`config.mk`:
```
export PLATFORM = sky130hd
export DESIGN_NAME = lsd_adc_reader
export DESIGN_NICKNAME = d
export VERILOG_FILES = /design/src/rtl/lsd_adc_pkg.sv /design/src/rtl/lsd_adc_reader_sync2.sv /design/src/rtl/lsd_adc_reader.sv
export SDC_FILE = /design/constraint.sdc
export NUM_CORES = 1
export LEC_CHECK = 0
export CAP_MARGIN = 15
export CORE_ASPECT_RATIO = 0.7
export CORE_MARGIN = 2
export CORE_UTILIZATION = 45
export CTS_CLUSTER_DIAMETER = 120
export DETAILED_ROUTE_END_ITERATION = 6
export MAX_ROUTING_LAYER = met4
export PLACE_DENSITY = 0.77
export RECOVER_POWER = 25
export REMOVE_ABC_BUFFERS = 1
export SLEW_MARGIN = 20
export SYNTH_ARGS = -nofsm -noshare
export SYNTH_HDL_FRONTEND = slang
export SYNTH_SLANG_ARGS = --single-unit
export TNS_END_PERCENT = 1
```
`constraint.sdc`:
```
create_clock -name clk -period 2.1 [get_ports clk]
set_input_delay 0.21 -clock clk [delete_from_list [all_inputs] [get_ports clk]]
set_output_delay 0.21 -clock clk [all_outputs]
set_load 0.01 [all_outputs]
```
`src/rtl/lsd_adc_pkg.sv`:
```
// lsd_adc_pkg: shared states, timing defaults and widths for the LSD ADC reader
package lsd_adc_pkg;
    typedef enum logic [2:0] {IDLE, WR, WAIT, RD, RECOVER} state_t;
    localparam int WR_LOW_CYC_DEF  = 8;
    localparam int RD_ACC_CYC_DEF  = 4;
    localparam int RECOVER_CYC_DEF = 6;
    localparam int TIMEOUT_CYC_DEF = 256;
    localparam int ADC_W           = 8;
    localparam int BLANK_CYC       = 2;
    function automatic int max2(input int a, input int b);
        return (a > b) ? a : b;
    endfunction
endpackage

```
`src/rtl/lsd_adc_reader_sync2.sv`:
```
// sync2: generic two-flop synchronizer resetting to all ones
module sync2 #(
    parameter int W = 1
) (
    input  logic         clk,
    input  logic         rst,
    input  logic [W-1:0] d,
    output logic [W-1:0] q
);
    logic [W-1:0] meta;
    // two-stage capture of an asynchronous input
    always_ff @(posedge clk) begin
        if (rst) begin
            meta <= '1;
            q    <= '1;
        end else begin
            meta <= d;
            q    <= meta;
        end
    end
endmodule

```
`src/rtl/lsd_adc_reader.sv`:
```
// lsd_adc_reader: WR-RD mode conversion controller for the 8-bit parallel LSD ADC
module lsd_adc_reader
    import lsd_adc_pkg::*;
#(
    parameter int WR_LOW_CYC  = WR_LOW_CYC_DEF,
    parameter int RD_ACC_CYC  = RD_ACC_CYC_DEF,
    parameter int RECOVER_CYC = RECOVER_CYC_DEF,
    parameter int TIMEOUT_CYC = TIMEOUT_CYC_DEF
) (
    input  logic             clk,
    input  logic             rst,
    input  logic             start,
    output logic             busy,
    output logic             sample_valid,
    output logic [ADC_W-1:0] sample_data,
    output logic             sample_ofl,
    output logic             timeout_err,
    output logic             adc_cs_n,
    output logic             adc_wr_n,
    output logic             adc_rd_n,
    output logic             adc_mode,
    input  logic             adc_int_n,
    input  logic [ADC_W-1:0] adc_d,
    input  logic             adc_ofl
);
    localparam int CW = $clog2(max2(max2(WR_LOW_CYC, RD_ACC_CYC), max2(RECOVER_CYC, TIMEOUT_CYC)) + 1);
    localparam logic [CW-1:0] WR_LAST  = CW'(WR_LOW_CYC - 1);
    localparam logic [CW-1:0] RD_LAST  = CW'(RD_ACC_CYC - 1);
    localparam logic [CW-1:0] REC_LAST = CW'(RECOVER_CYC - 1);
    localparam logic [CW-1:0] TMO_LAST = CW'(TIMEOUT_CYC - 1);
    localparam logic [CW-1:0] BLANK    = CW'(BLANK_CYC);

    state_t        state, state_n;
    logic [CW-1:0] cnt;
    logic          int_s, latch, tmo;

    assign adc_mode = 1'b1;
    assign busy     = (state != IDLE);

    sync2 #(.W(1)) u_int_sync (.clk(clk), .rst(rst), .d(adc_int_n), .q(int_s));

    // state register; the counter restarts on every state change and rests at zero in IDLE
    always_ff @(posedge clk) begin
        if (rst) begin
            state <= IDLE;
            cnt   <= '0;
        end else begin
            state <= state_n;
            cnt   <= (state_n != state || state == IDLE) ? '0 : cnt + CW'(1);
        end
    end

    // next state; a post-blanking interrupt takes priority over a same-cycle timeout
    always_comb begin
        state_n = state;
        latch   = 1'b0;
        tmo     = 1'b0;
        case (state)
            IDLE:    state_n = start ? WR : IDLE;
            WR:      state_n = (cnt == WR_LAST) ? WAIT : WR;
            WAIT: begin
                if (cnt >= BLANK && !int_s) begin
                    state_n = RD;
                end else if (cnt == TMO_LAST) begin
                    state_n = RECOVER;
                    tmo     = 1'b1;
                end
            end
            RD: begin
                if (cnt == RD_LAST) begin
                    state_n = RECOVER;
                    latch   = 1'b1;
                end
            end
            RECOVER: state_n = (cnt == REC_LAST) ? IDLE : RECOVER;
            default: state_n = IDLE;
        endcase
    end

    // strobes and result registers are decoded from the next state so pins never glitch
    always_ff @(posedge clk) begin
        if (rst) begin
            adc_cs_n     <= 1'b1;
            adc_wr_n     <= 1'b1;
            adc_rd_n     <= 1'b1;
            sample_valid <= 1'b0;
            timeout_err  <= 1'b0;
            sample_data  <= '0;
            sample_ofl   <= 1'b0;
        end else begin
            adc_cs_n     <= !(state_n == WR || state_n == WAIT || state_n == RD);
            adc_wr_n     <= (state_n != WR);
            adc_rd_n     <= (state_n != RD);
            sample_valid <= latch;
            timeout_err  <= tmo;
            if (latch) begin
                sample_data <= adc_d;
                sample_ofl  <= adc_ofl;
            end
        end
    end
endmodule

```
# ---- Yosys cells after proc, flatten, opt, wreduce, memory -nomap -nowiden
# Index checks and enable logic that the tools add are counted.
dict set report totals {
  regBits 28
  mem_count 0
  word_cells 48
  latchBits 0
  out_inout_bits 16
  inputBits 13
  rom_bits 0
  mem_bits_rw 0
}
dict set report classes {
  muxes 10
  shifts 0
  bitwise_logic 1
  n_div 0
  n_reduce_logical 10
  multipliers 0
  addsub 1
  n_lt_le_gt_ge 1
  eq_ne 14
}
# operator count
set ops {}
lappend ops {{9-bit by 3-bit == test with 1-bit output (second input constant)} 2}
lappend ops {{3-bit case mux with 5 select lines} 1}
lappend ops {{3-bit by 2-bit == test with 1-bit output (second input constant)} 4}
lappend ops {{3-bit two-way mux} 4}
lappend ops {{9-bit by 1-bit adder with 9-bit output (second input constant)} 1}
lappend ops {{9-bit by 2-bit == test with 1-bit output (second input constant)} 1}
lappend ops {{9-bit by 8-bit == test with 1-bit output (second input constant)} 1}
lappend ops {{9-bit by 2-bit greater-or-equal comparator with 1-bit output (second input constant)} 1}
lappend ops {{3-bit by 1-bit == test with 1-bit output (second input constant)} 2}
lappend ops {{1-bit two-way mux} 4}
lappend ops {{3-bit == test (second input constant)} 1}
lappend ops {{3-bit logical NOT} 1}
lappend ops {{1-bit logical OR} 3}
lappend ops {{3-bit by 1-bit != test with 1-bit output (second input constant)} 1}
lappend ops {{3-bit by 2-bit != test with 1-bit output (second input constant)} 1}
lappend ops {{3-bit != test} 1}
lappend ops {{3-bit nonzero test} 1}
lappend ops {{3-bit OR reduction} 1}
lappend ops {{1-bit logical NOT} 2}
lappend ops {{2-bit two-way mux} 1}
lappend ops {{2-bit OR reduction} 1}
lappend ops {{1-bit logical AND} 1}
lappend ops {{1-bit NOT} 1}

# ---- Longest topological paths before layout
# Gate-level depths: netlist of the first run.
dict set report depth {
  ltp_word 8
  mapped_depth 7
  depth_no_buf 7
}

# ---- Cells and area by module
# Synthesis of the first run repeated with hierarchy kept, for this count alone.
dict set report hier_totals {
  cells_unflattened 138
  area_unflattened_um2 1330.0
}
# mod seq_area_each_um2 cells_each area_per_inst_um2 n_inst
set by_module_without_submodules {}
lappend by_module_without_submodules {lsd_adc_reader 520.5 134 1277.5 1}
lappend by_module_without_submodules {sync2 40.0 4 52.6 1}

# ---- Least setup slack after synthesis of the first run
# Ideal clock, no wire load.
dict set report synth_path {
  kind {flip-flop to flip-flop}
  from {reg cnt[2]}
  to {reg cnt[2]}
  path_slack_ns 0.256
  required_ns 1.962
  period_less_slack_ns 1.844
  stages_incl_launch_ff 8
  n_path_buf 1
  setup_ns 0.138
  t_arrival_ns 1.706
  path_cell_list {dfxtp_1 -> buf_1 -> nand3_1 -> nor3_1 -> ha_1 -> nand4_1 -> a21oi_2 -> nor4_1}
}
dict set report synth_via {
  elab_chain_len 7
  word_cells_on_any_way 16
  classes_between {add/sub: 1; order compare: 1; eq/ne: 5; mux: 6; reduce/logical: 3}
}
# item line
set synth_lines {}
lappend synth_lines {{start, declared} lsd_adc_reader.sv:34} ;# logic [CW-1:0] cnt;
lappend synth_lines {{start signal, assigned} lsd_adc_reader.sv:49} ;# cnt <= (state_n != state || state == IDLE) ? '0 : cnt + CW'(1);
lappend synth_lines {{9-bit by 2-bit greater-or-equal comparator with 1-bit output / 9-bit by 8-bit == test with 1-bit output (equally long branches)} {lsd_adc_reader.sv:62, lsd_adc_reader.sv:64}}
lappend synth_lines {{1-bit logical AND / 3-bit two-way mux (equally long branches)} {lsd_adc_reader.sv:62, lsd_adc_reader.sv:64}}
lappend synth_lines {{3-bit two-way mux} lsd_adc_reader.sv:62} ;# if (cnt >= BLANK && !int_s) begin
lappend synth_lines {{3-bit case mux with 5 select lines} lsd_adc_reader.sv:58} ;# case (state)
lappend synth_lines {{3-bit != test} lsd_adc_reader.sv:49}
lappend synth_lines {{1-bit logical OR} lsd_adc_reader.sv:49}
lappend synth_lines {{2-bit OR reduction (no source line)} -}
# Several ways; a longest one is shown, not always the timed one.
# A chain may end at the register's enable or synchronous reset.

# ---- Worst setup path in the final report of the first run
dict set report layout_path {
  from {reg cnt[1]}
  to {reg cnt[3]}
}
# Same word-level chain as after synthesis.

==> impl_metrics.yaml, run 1 <==
power_and_ir_drop:
  combPwrFrac: 0.082
  p_sw_uw: 215
  power_density_mw_per_mm2: 602
  power_frac_clock: 0.401
  power_frac_seq: 0.517
  p_int_uw: 841
  ir_worst_vdd_mv: 0.499
  leakage_nw: 0.703
  p_sw_frac: 0.204
synth:
  yosys_register_bits: 28
  syn_area_mm2: 0.00133
  synth_top_area_frac: 0.421
  asyncSetResetFlopFracSynth: 0
  ys_seq_area_frac: 0.421
  synth_top_area_cell: "dfxtp_1"
  synth.avg_cell_area_um2: 9.31
  synth_area_leaders: "dfxtp_1, mux2i_1, nor2_1"
  synth_cell_types: 46
  ys_warn_count: 0
  synth_ff_type: "dfxtp_1"
  netlist_instances: 143
  synth_edf_count: 0
  synth_commonest_cells: "dfxtp_1, nor2_1, mux2i_1"
  synth_most_common_cell: "dfxtp_1"
sta:
  fin_skew_ns: 0.00557
  fin_crit_sh: 0.935
  hold_slack_ns: 0.425
  worstMarginPinSlew_ns: 0.546
  finalHoldViolCount: 0
  max_freq_ghz: 0.509
  finalSetupViolations: 0
  relSlewSlack: 0.636
  slew_violations: 0
  period_needed_ns: 1.96
final_layout:
  fillers: 239
  fin_nets: 192
  antennaDiodeCount: 0
  area_delta_synth_final_pct: 31.8
  drive_gt1_frac: 0.161
  fin_cells: 210
place:
  place_inst: 205
  gp_congestion: 0.898
  port_buffers: 27
  place_hpwl_um: 2310
setup_path:
  critPathMaxFanout: 6
  end_kind: "flop"
  critPathKind: "flop to flop"
  start_kind: "flop"
  cp_data_arrival_time_ns: 2.13
  worstPathRequired_ns: 2.26
detailed_routing:
  drt_iter0_markers: 60
  route.vias.total: 1164
  first_pass_iters: 4
  viasPerCell: 5.54
  wl_per_cell_um: 14.4
  drc: 0
  routed_wl_um: 3030
  ant_nets: 0
min_path:
  hp-class: "flop to flop"
clock_network:
  cts_root_buf: "clkbuf_8"
  cts_tree: "done"
  clkSinkCount: 28
  clk_latency_ns: 0.27
  post_cts_buffers: 0
  clkTransAtPathRegs_ns: 0.10
  clockBufferDepth: 2
  numCtsBuffers: 3
  ctsHtreeMaxLevel: 1
floorplanning:
  initial_core_util: 0.475
  die-area_mm2: 0.00342
  dieWidth_um: 69.0
  core-area_mm2: 0.00280
  die-height_um: 49.5
  ioPinCount: 29
  row_count: 16
run:
  maxCapViolCount: 0
global_route:
  overflow: 0
  grt_pass1_vias: 1117
  antenna_found_initial: 0
  grt_pass1_wl_um: 5200
  grt_max_degree: 17
  grt_util_all_layers: 0.195
run_status:
  status: "finished clean"
[cell type report]
cell class                 count  area [um2]  share of cell area
tap                           36        45.0              0.0257
clock inverter                 1        30.0              0.0171
multi-input combinational    101         727               0.414
sequential                    28         566               0.322
timing repair buffer          34         319               0.182
clock buffer                   3        41.3              0.0235
inverter                       7        26.3              0.0150
[final timing paths]
kind,startpoint,to,slack [ns],depth (start not counted)
worst min register to register,u_int_sync.meta$_SDFF_PP1_,u_int_sync.q$_SDFF_PP1_,0.42,1
worst max-delay path,cnt[1]$_SDFF_PP0_,cnt[3]$_SDFF_PP0_,0.14,7
worst min-delay path,u_int_sync.meta$_SDFF_PP1_,u_int_sync.q$_SDFF_PP1_,0.42,1
worst max register to register,cnt[1]$_SDFF_PP0_,cnt[3]$_SDFF_PP0_,0.14,7
[state kept, by name (all words and copies together) (netlist names)]
| register | count |
|---|---|
| adc_wr_n | 1 |
| state | 3 |
| sample_ofl | 1 |
| sample_valid | 1 |
| u_int_sync.q | 1 |
| timeout_err | 1 |
| adc_rd_n | 1 |
| u_int_sync.meta | 1 |
| cnt | 9 |
| adc_cs_n | 1 |
| sample_data | 8 |
[placed cells by master, fill, tap and decap left out, drive strengths merged, types with 3 or more instances in the layout]
cell,netlist,final
clkbuf,3,4
mux2i,10,10
dfxtp,28,28
nor2,16,16
a21oi,4,5
inv,7,7
clkdlybuf4s50,0,19
nor3,3,3
nand4,3,3
nand3,5,5
xnor2,5,5
nand2,6,6
dlygate4sd3,0,8
nor4,10,10
ha,4,4
buf,5,6
o21ai,3,3
[per-layer routing]
| layer | up-vias | global-route usage | part of all wire |
|---|---|---|---|
| li1 | 572 | - | - |
| met5 | - | - | 0 |
| met2 | 40 | 0.306 | 0.47 |
| met3 | 6 | 0.0368 | 0.053 |
| met4 | 0 | 0.0915 | 0.025 |
| met1 | 546 | 0.245 | 0.46 |
[through the flow]
stage                     utilization  worst slack [ns]  TNS [ns]  area [um2]  power [mW]
after detailed placement        0.591            0.0572         0        1660       0.648
final                           0.626             0.136         0        1750        1.06
after global placement          0.591             0.163         0        1660       0.645
after floorplan                     -             0.250         0        1290       0.597
after CTS                       0.616            0.0305         0        1730        1.07
after global routing            0.626          -0.00327  -0.00499        1750        1.10
[cells by family after synthesis]
group,count (synthesis),share of synthesized area
xor gates and xnor gates,7,0.0461
buffers and inverters,15,0.0526
DFF,28,0.421
AOI/OAI and AO/OA,22,0.127
and+or+nand+nor,55,0.229
other,1,0.00282
muxes,11,0.0836
adders and majority gates,4,0.0376
[power groups by stage]
stage | registers, mW | logic, mW | clock network (mW)
floorplan | 0.559 | 0.0378 | 0
global placement | 0.559 | 0.0868 | 0
detailed placement | 0.559 | 0.0887 | 0
CTS | 0.547 | 0.0891 | 0.433
global route | 0.549 | 0.0941 | 0.456
finish | 0.546 | 0.0863 | 0.423
[timing repair]
action,CTS,global route
hold buffers,0,0
resized for setup,0,7
endpoints found under the setup margin,0,9
[worst max-delay path: stages (launching register included)]
cell and delay (ns):
dfxtp_2 0.38, ha_2 0.23, nand3_1 0.16, nor3_2 0.21, ha_2 0.22, nand4_1 0.25, a21oi_2 0.32, nor4_1 0.08
(Power assumes the default switching activity.)
==> run 2, diff against run 1 <==
- TNS_END_PERCENT: 1 -> 5
==> results of run 2 <==
Same layout as run 1: the final DEF is identical, and so are final timing and power.
